### src/rtl/e203_exu_fpu_fmis_wbck_buf.sv
// FIFO result buffer between the FPU misc units and the FPU writeback arbiter.
// Define E203_FPU_FMIS_WBCK_BYPASS_EN to let an empty buffer pass input straight to the output.
module e203_exu_fpu_fmis_wbck_buf #(
   parameter int DEPTH = 2,
   parameter int AW    = 1
) (
   input  logic          clk,
   input  logic          rst,
   input  logic          i_valid,
   output logic          i_ready,
   input  logic [31:0]   i_wdat,
   input  logic [4:0]    i_rdidx,
   input  logic          i_flush,
   output logic          o_valid,
   input  logic          o_ready,
   output logic [31:0]   o_wdat,
   output logic [4:0]    o_rdidx,
   output logic [AW:0]   o_cnt
);

   typedef struct packed {
      logic [4:0]  rdidx;
      logic [31:0] wdat;
   } ent_t;

   localparam logic [AW:0] FULL = (AW+1)'(DEPTH);

   ent_t          mem [DEPTH];
   ent_t          head;
   logic [AW-1:0] wptr, rptr;
   logic [AW:0]   cnt;
   logic          st_vld, push_req, push, pop;

   assign st_vld   = (cnt != '0);
   // Ready looks only at occupancy so o_ready never reaches upstream.
   assign i_ready  = (cnt != FULL);
   assign push_req = i_valid & i_ready & ~i_flush;
   assign pop      = st_vld & o_ready;

`ifdef E203_FPU_FMIS_WBCK_BYPASS_EN
   logic byp;
   assign byp     = ~st_vld & i_valid & ~i_flush;
   // A bypassed entry taken by the arbiter this cycle must not also be stored.
   assign push    = push_req & ~(byp & o_ready);
   assign o_valid = st_vld | byp;
   assign head    = byp ? ent_t'{rdidx: i_rdidx, wdat: i_wdat} : mem[rptr];
`else
   assign push    = push_req;
   assign o_valid = st_vld;
   assign head    = mem[rptr];
`endif

   assign o_wdat  = o_valid ? head.wdat  : '0;
   assign o_rdidx = o_valid ? head.rdidx : '0;
   assign o_cnt   = cnt;

   always_ff @(posedge clk or posedge rst) begin
      if (rst) begin
         wptr <= '0;
         rptr <= '0;
         cnt  <= '0;
      end else if (i_flush) begin
         // Any pop this cycle is already complete at the arbiter; just clear.
         wptr <= '0;
         rptr <= '0;
         cnt  <= '0;
      end else begin
         if (push) wptr <= wptr + 1'b1;
         if (pop)  rptr <= rptr + 1'b1;
         cnt <= cnt + (AW+1)'(push) - (AW+1)'(pop);
      end
   end

   always_ff @(posedge clk) begin
      if (push) mem[wptr] <= ent_t'{rdidx: i_rdidx, wdat: i_wdat};
   end

endmodule

### config.mk
export PLATFORM = sky130hd
export DESIGN_NAME = e203_exu_fpu_fmis_wbck_buf
export DESIGN_NICKNAME = d
export VERILOG_FILES = /design/src/rtl/e203_exu_fpu_fmis_wbck_buf.sv
export SDC_FILE = /design/constraint.sdc
export NUM_CORES = 1
export LEC_CHECK = 0
export ABC_AREA = 1
export BUFFER_PORTS_ARGS = -buffer_cell sky130_fd_sc_hd__clkbuf_2
export CORE_ASPECT_RATIO = 0.5
export CORE_MARGIN = 10
export CORE_UTILIZATION = 40
export CTS_BUF_LIST = sky130_fd_sc_hd__clkbuf_2
export CTS_CLUSTER_DIAMETER = 50
export CTS_CLUSTER_SIZE = 24
export DETAILED_ROUTE_END_ITERATION = 10
export REMOVE_ABC_BUFFERS = 1
export SLEW_MARGIN = 30
export SYNTH_ARGS = -nofsm -noshare
export SYNTH_HDL_FRONTEND = slang
export SYNTH_SLANG_ARGS = --single-unit
### constraint.sdc
create_clock -name clk -period 5.8 [get_ports clk]
set_clock_uncertainty 0.05 [all_clocks]
set_input_delay 1.74 -clock clk [delete_from_list [all_inputs] [get_ports clk]]
set_output_delay 1.74 -clock clk [all_outputs]
set_load 0.03 [all_outputs]
## After elaboration in Yosys (flattened, before gate mapping)

Memory sizes are Yosys's and may differ from the RTL's.
Cells that the tools add are included.

- Bits of input ports: 42
- RAM bits: 74
- Memories: 1
- Flip-flop bits (word level): 4
- Logic and storage cells: 25
- Output and inout bits: 41

- Reductions and logical operators: 3
- Equal/unequal tests: 1
- Multiplexer cells: 9
- Bitwise logic cells: 4
- $add $sub $neg: 4

Memory list:

| name | words | width | rd ports | clocked after Yosys merged registers in | write ports | line | RTL |
|---|---|---|---|---|---|---|---|
| mem | 2 | 37 | 1 | 0 | 1 | 28 | `ent_t mem [DEPTH];` |

Operator list:

| cell | count |
|---|---|
| 32-bit two-way mux | 1 |
| 1-bit two-way mux | 6 |
| 2-bit nonzero test | 3 |
| 5-bit two-way mux | 1 |
| 1-bit bitwise AND | 3 |
| 1-bit adder, second input constant | 2 |
| 2-bit by 1-bit adder with 2-bit output | 1 |
| 2-bit two-way mux | 1 |
| 2-bit inequality test, second input constant | 1 |
| 2-bit by 1-bit subtractor with 2-bit output | 1 |
| 1-bit inverter | 1 |

## Depth between registers and ports, before layout

- Word-level depth: 6
- Gate-level depth with buffers: 9
- Gate-level depth less buffers: 9

## Worst setup path before layout

No wires, ideal clock.

- Path type: input to register
- Start: in i_valid
- End: mem mem[1][0] (netlist bit) (enable)
- Library setup time: 431 ps
- Buffers on the path: 0
- Slack: 1,765 ps
- Arrival: 3,554 ps
- Stages on the path: 3
- Cell sequence: a21boi_1 -> nand2_1 -> nor2_1

- Cells in the longest elaborated chain, start to end: 4

Ends and longest elaborated chain:

| item | line | RTL |
|---|---|---|
| from (decl) | 9 | `input logic i_valid,` |
| 1-bit bitwise AND (2 in series) | 37 | `assign push_req = i_valid & i_ready & ~i_flush;` |
| 1-bit two-way mux | 75 | `if (push) mem[wptr] <= ent_t'{rdidx: i_rdidx, wdat: i_wdat};` |
| 1-bit two-way mux (implied by the code) | 75 |  |
| to (decl) | 28 |  |

No other way between the ends.

## Final worst setup path

- Start: reg rptr
- End: out o_wdat[5]

- Cells in the longest elaborated chain, start to end: 2

Ends and longest elaborated chain:

| item | line | RTL |
|---|---|---|
| from (decl) | 30 | `logic [AW-1:0] wptr, rptr;` |
| from (signal assigned) | 69 | `if (pop) rptr <= rptr + 1'b1;` |
| memory read 2 x 37 bit | n/a |  |
| 32-bit two-way mux | 53 | `assign o_wdat = o_valid ? head.wdat : '0;` |
| to (decl) | 16 | `output logic [31:0] o_wdat,` |

No other way between the ends.

==> run_results.csv <==
group,metric,value,unit
power_and_ir_drop,p_leak,1.51,nW
power_and_ir_drop,p_per_area,469,nW/um^2
critical_path,cp-end-kind,"primary output",
min_path,hold_depth,2,
critical_path,cp_max_fo,40,
clocking,cts_setup_buffers,0,
synthesis,synth_cell_type_count,16,
critical_path,cp-start-kind,"flop",
critical_path,critPathKind,"flop to primary output",
synthesis,yosys_warnings,0,
timing,fmax,235,MHz
layout,n_fill_cell,673,
synthesis,syn_area,3170,sq um
power_and_ir_drop,p_total,1.78,mW
layout,final_cell_mix,"clkbuf_2, edfxtp_1, nand2_1, a21oi_2, nand2_2",
floorplan,start_util,42.2,%
place,dp.cells,417,
timing,tightest_slew,852,ps
clocking,htreeDepth,3,
place,port_buffers,82,
timing,setup_tns,0,ps
clocking,cts_root_buf,"clkbuf_2",
grt,grtUsageTotal,11.4,%
critical_path,critPathBufInv,2,
floorplan,pin_count,83,
place,post-place-ws,2050,ps
floorplan,die_y,83.0,um
place,dpl_cell_area,3700,sq um
route,first_pass_iters,4,
power_and_ir_drop,ir_drop,0.187,mV
timing,fin_crit_sh,73.3,%
grt,grt_max_degree,41,
critical_path,path_cells,"inv_2, nand2_1, a21oi_2, clkbuf_2",
route,drtIter0Drc,104,
route,via_per_inst,4.70,
grt,grt_pass1_vias,2158,
timing,slew_headroom,43.2,%
grt,grt_overflow,0,
critical_path,path_depth,4,
timing,grt_setup_unrepaired,"no",
floorplan,core,7510,sq um
clocking,cts_num_sinks,78,
clocking,clkLatencyLatePin,490,ps
critical_path,max_stage_delay,760,ps
critical_path,cp.required,4010,ps
layout,diodes,0,
timing,maxSlewViolCount,0,
critical_path,cpMaxStageDelayCell,"dfrtp_2",
grt,grt_pass1_wl,10900,um
min_path,hold_path.class,"flop to flop",
grt,antenna_found_initial,0,
route,drc,0,
synthesis,synth-seq-area-share,73.2,%
route,drt_wl_total,6920,um
clocking,clkTransAtPathRegs,170,ps
route,ant_nets,0,
layout,layout_commonest_cell,"clkbuf_2",
floorplan,dieArea,12100,sq um
layout,fin_area,3800,sq um
clocking,cts_tree,"done",
timing,worst_slack,1550,ps
clocking,cts_made_buffers,9,
place,dpl.hpwl,4760,um
layout,ff_latch_area,2320,sq um
critical_path,rr_worst_depth,6,
route,num_vias,2032,
timing,period_minus_slack,4250,ps
floorplan,std_cell_rows,22,
layout,syn_to_final_growth,19.7,%
clocking,cts_buffer_depth,2,
layout,nets,364,
job,maxCapViolations,0,
layout,drive_gt1_share,44.8,%
layout,utilization,50.5,%
timing,finalSetupViolations,0,
timing,holdWs,535,ps
synthesis,synthCells,234,
layout,multi_input_area,731,sq um
synthesis,ys_ff_latch,78,
critical_path,cpLargestDelayFamily,"buffers and inverters",
route,wl_per_cell,16.0,um
layout,final_cell_count_no_fill,432,
floorplan,die_x,146,um
clocking,holdBufCountCts,0,
outcome,outcome,"complete, no violations",
critical_path,arrival,2460,ps
timing,hold_viol,0,
place,gp_congestion,0.770,
clocking,cts-resized-gates,0,
synthesis,syn_avg_cell_area,13.6,sq um
[worst reg2reg max path: cells and delay by family, from the launching register on]
kind | cells | cell delay [ps]
AO/OA/AOI/OAI | 1 | 180
flip-flops | 1 | 470
buffers and inverters | 3 | 500
AND/OR/NAND/NOR | 2 | 530
[final cells by class]
| cell class | count | share of cell area (%) |
|---|---|---|
| clock inverter | 2 | 0.890 |
| tap | 108 | 3.56 |
| inverter | 11 | 1.09 |
| clock buffer | 13 | 1.71 |
| timing repair buffer | 86 | 12.3 |
| sequential | 78 | 61.2 |
| multi-input combinational | 134 | 19.2 |
[routing by layer]
metal | global-route usage [%] | vias to the layer above | part of all wire, %
met5 | 0 | - | 0
met1 | 12.6 | 987 | 42
met3 | 4.76 | 10 | 4.5
li1 | - | 979 | -
met4 | 4.17 | 0 | 1.3
met2 | 19.4 | 56 | 52
[final timing paths]
kind                           from         end  slack [ps]
max                            rptr   o_wdat[5]        1550
min                            wptr        wptr         540
max reg2reg                o_cnt[0]  mem[1][14]        3810
min reg2reg                    wptr        wptr         540
max in group asynchronous       rst        rptr        4490
min in group asynchronous       rst    o_cnt[1]        1040
[where the power goes]
group	switching, mW	internal, mW
logic	0.583	0.199
registers	0.0517	0.675
clock network	0.168	0.104
[kinds of logic after synthesis]
logic type	synth area share [%]
compound gates	9.94
fa+ha+maj	0.789
buf+inv	4.22
flops	73.2
simple gates	11.8
[synthesized netlist by cell type, drive strengths merged]
master / number / area share (%)
a21oi: 38 / 9.5
nand4: 1 / 0.20
inv: 11 / 1.3
dfrtp: 4 / 3.2
nand3: 2 / 0.32
o21ai: 1 / 0.16
ha: 2 / 0.79
edfxtp: 74 / 70
nand2: 82 / 10
buf: 11 / 2.9
nor2: 7 / 0.83
a21boi: 1 / 0.24
[registers in the layout (all words and copies together), names as in the netlist]
name / cells
rptr: 1
o_cnt: 2
mem: 74
wptr: 1
(Power assumes the default switching activity.)
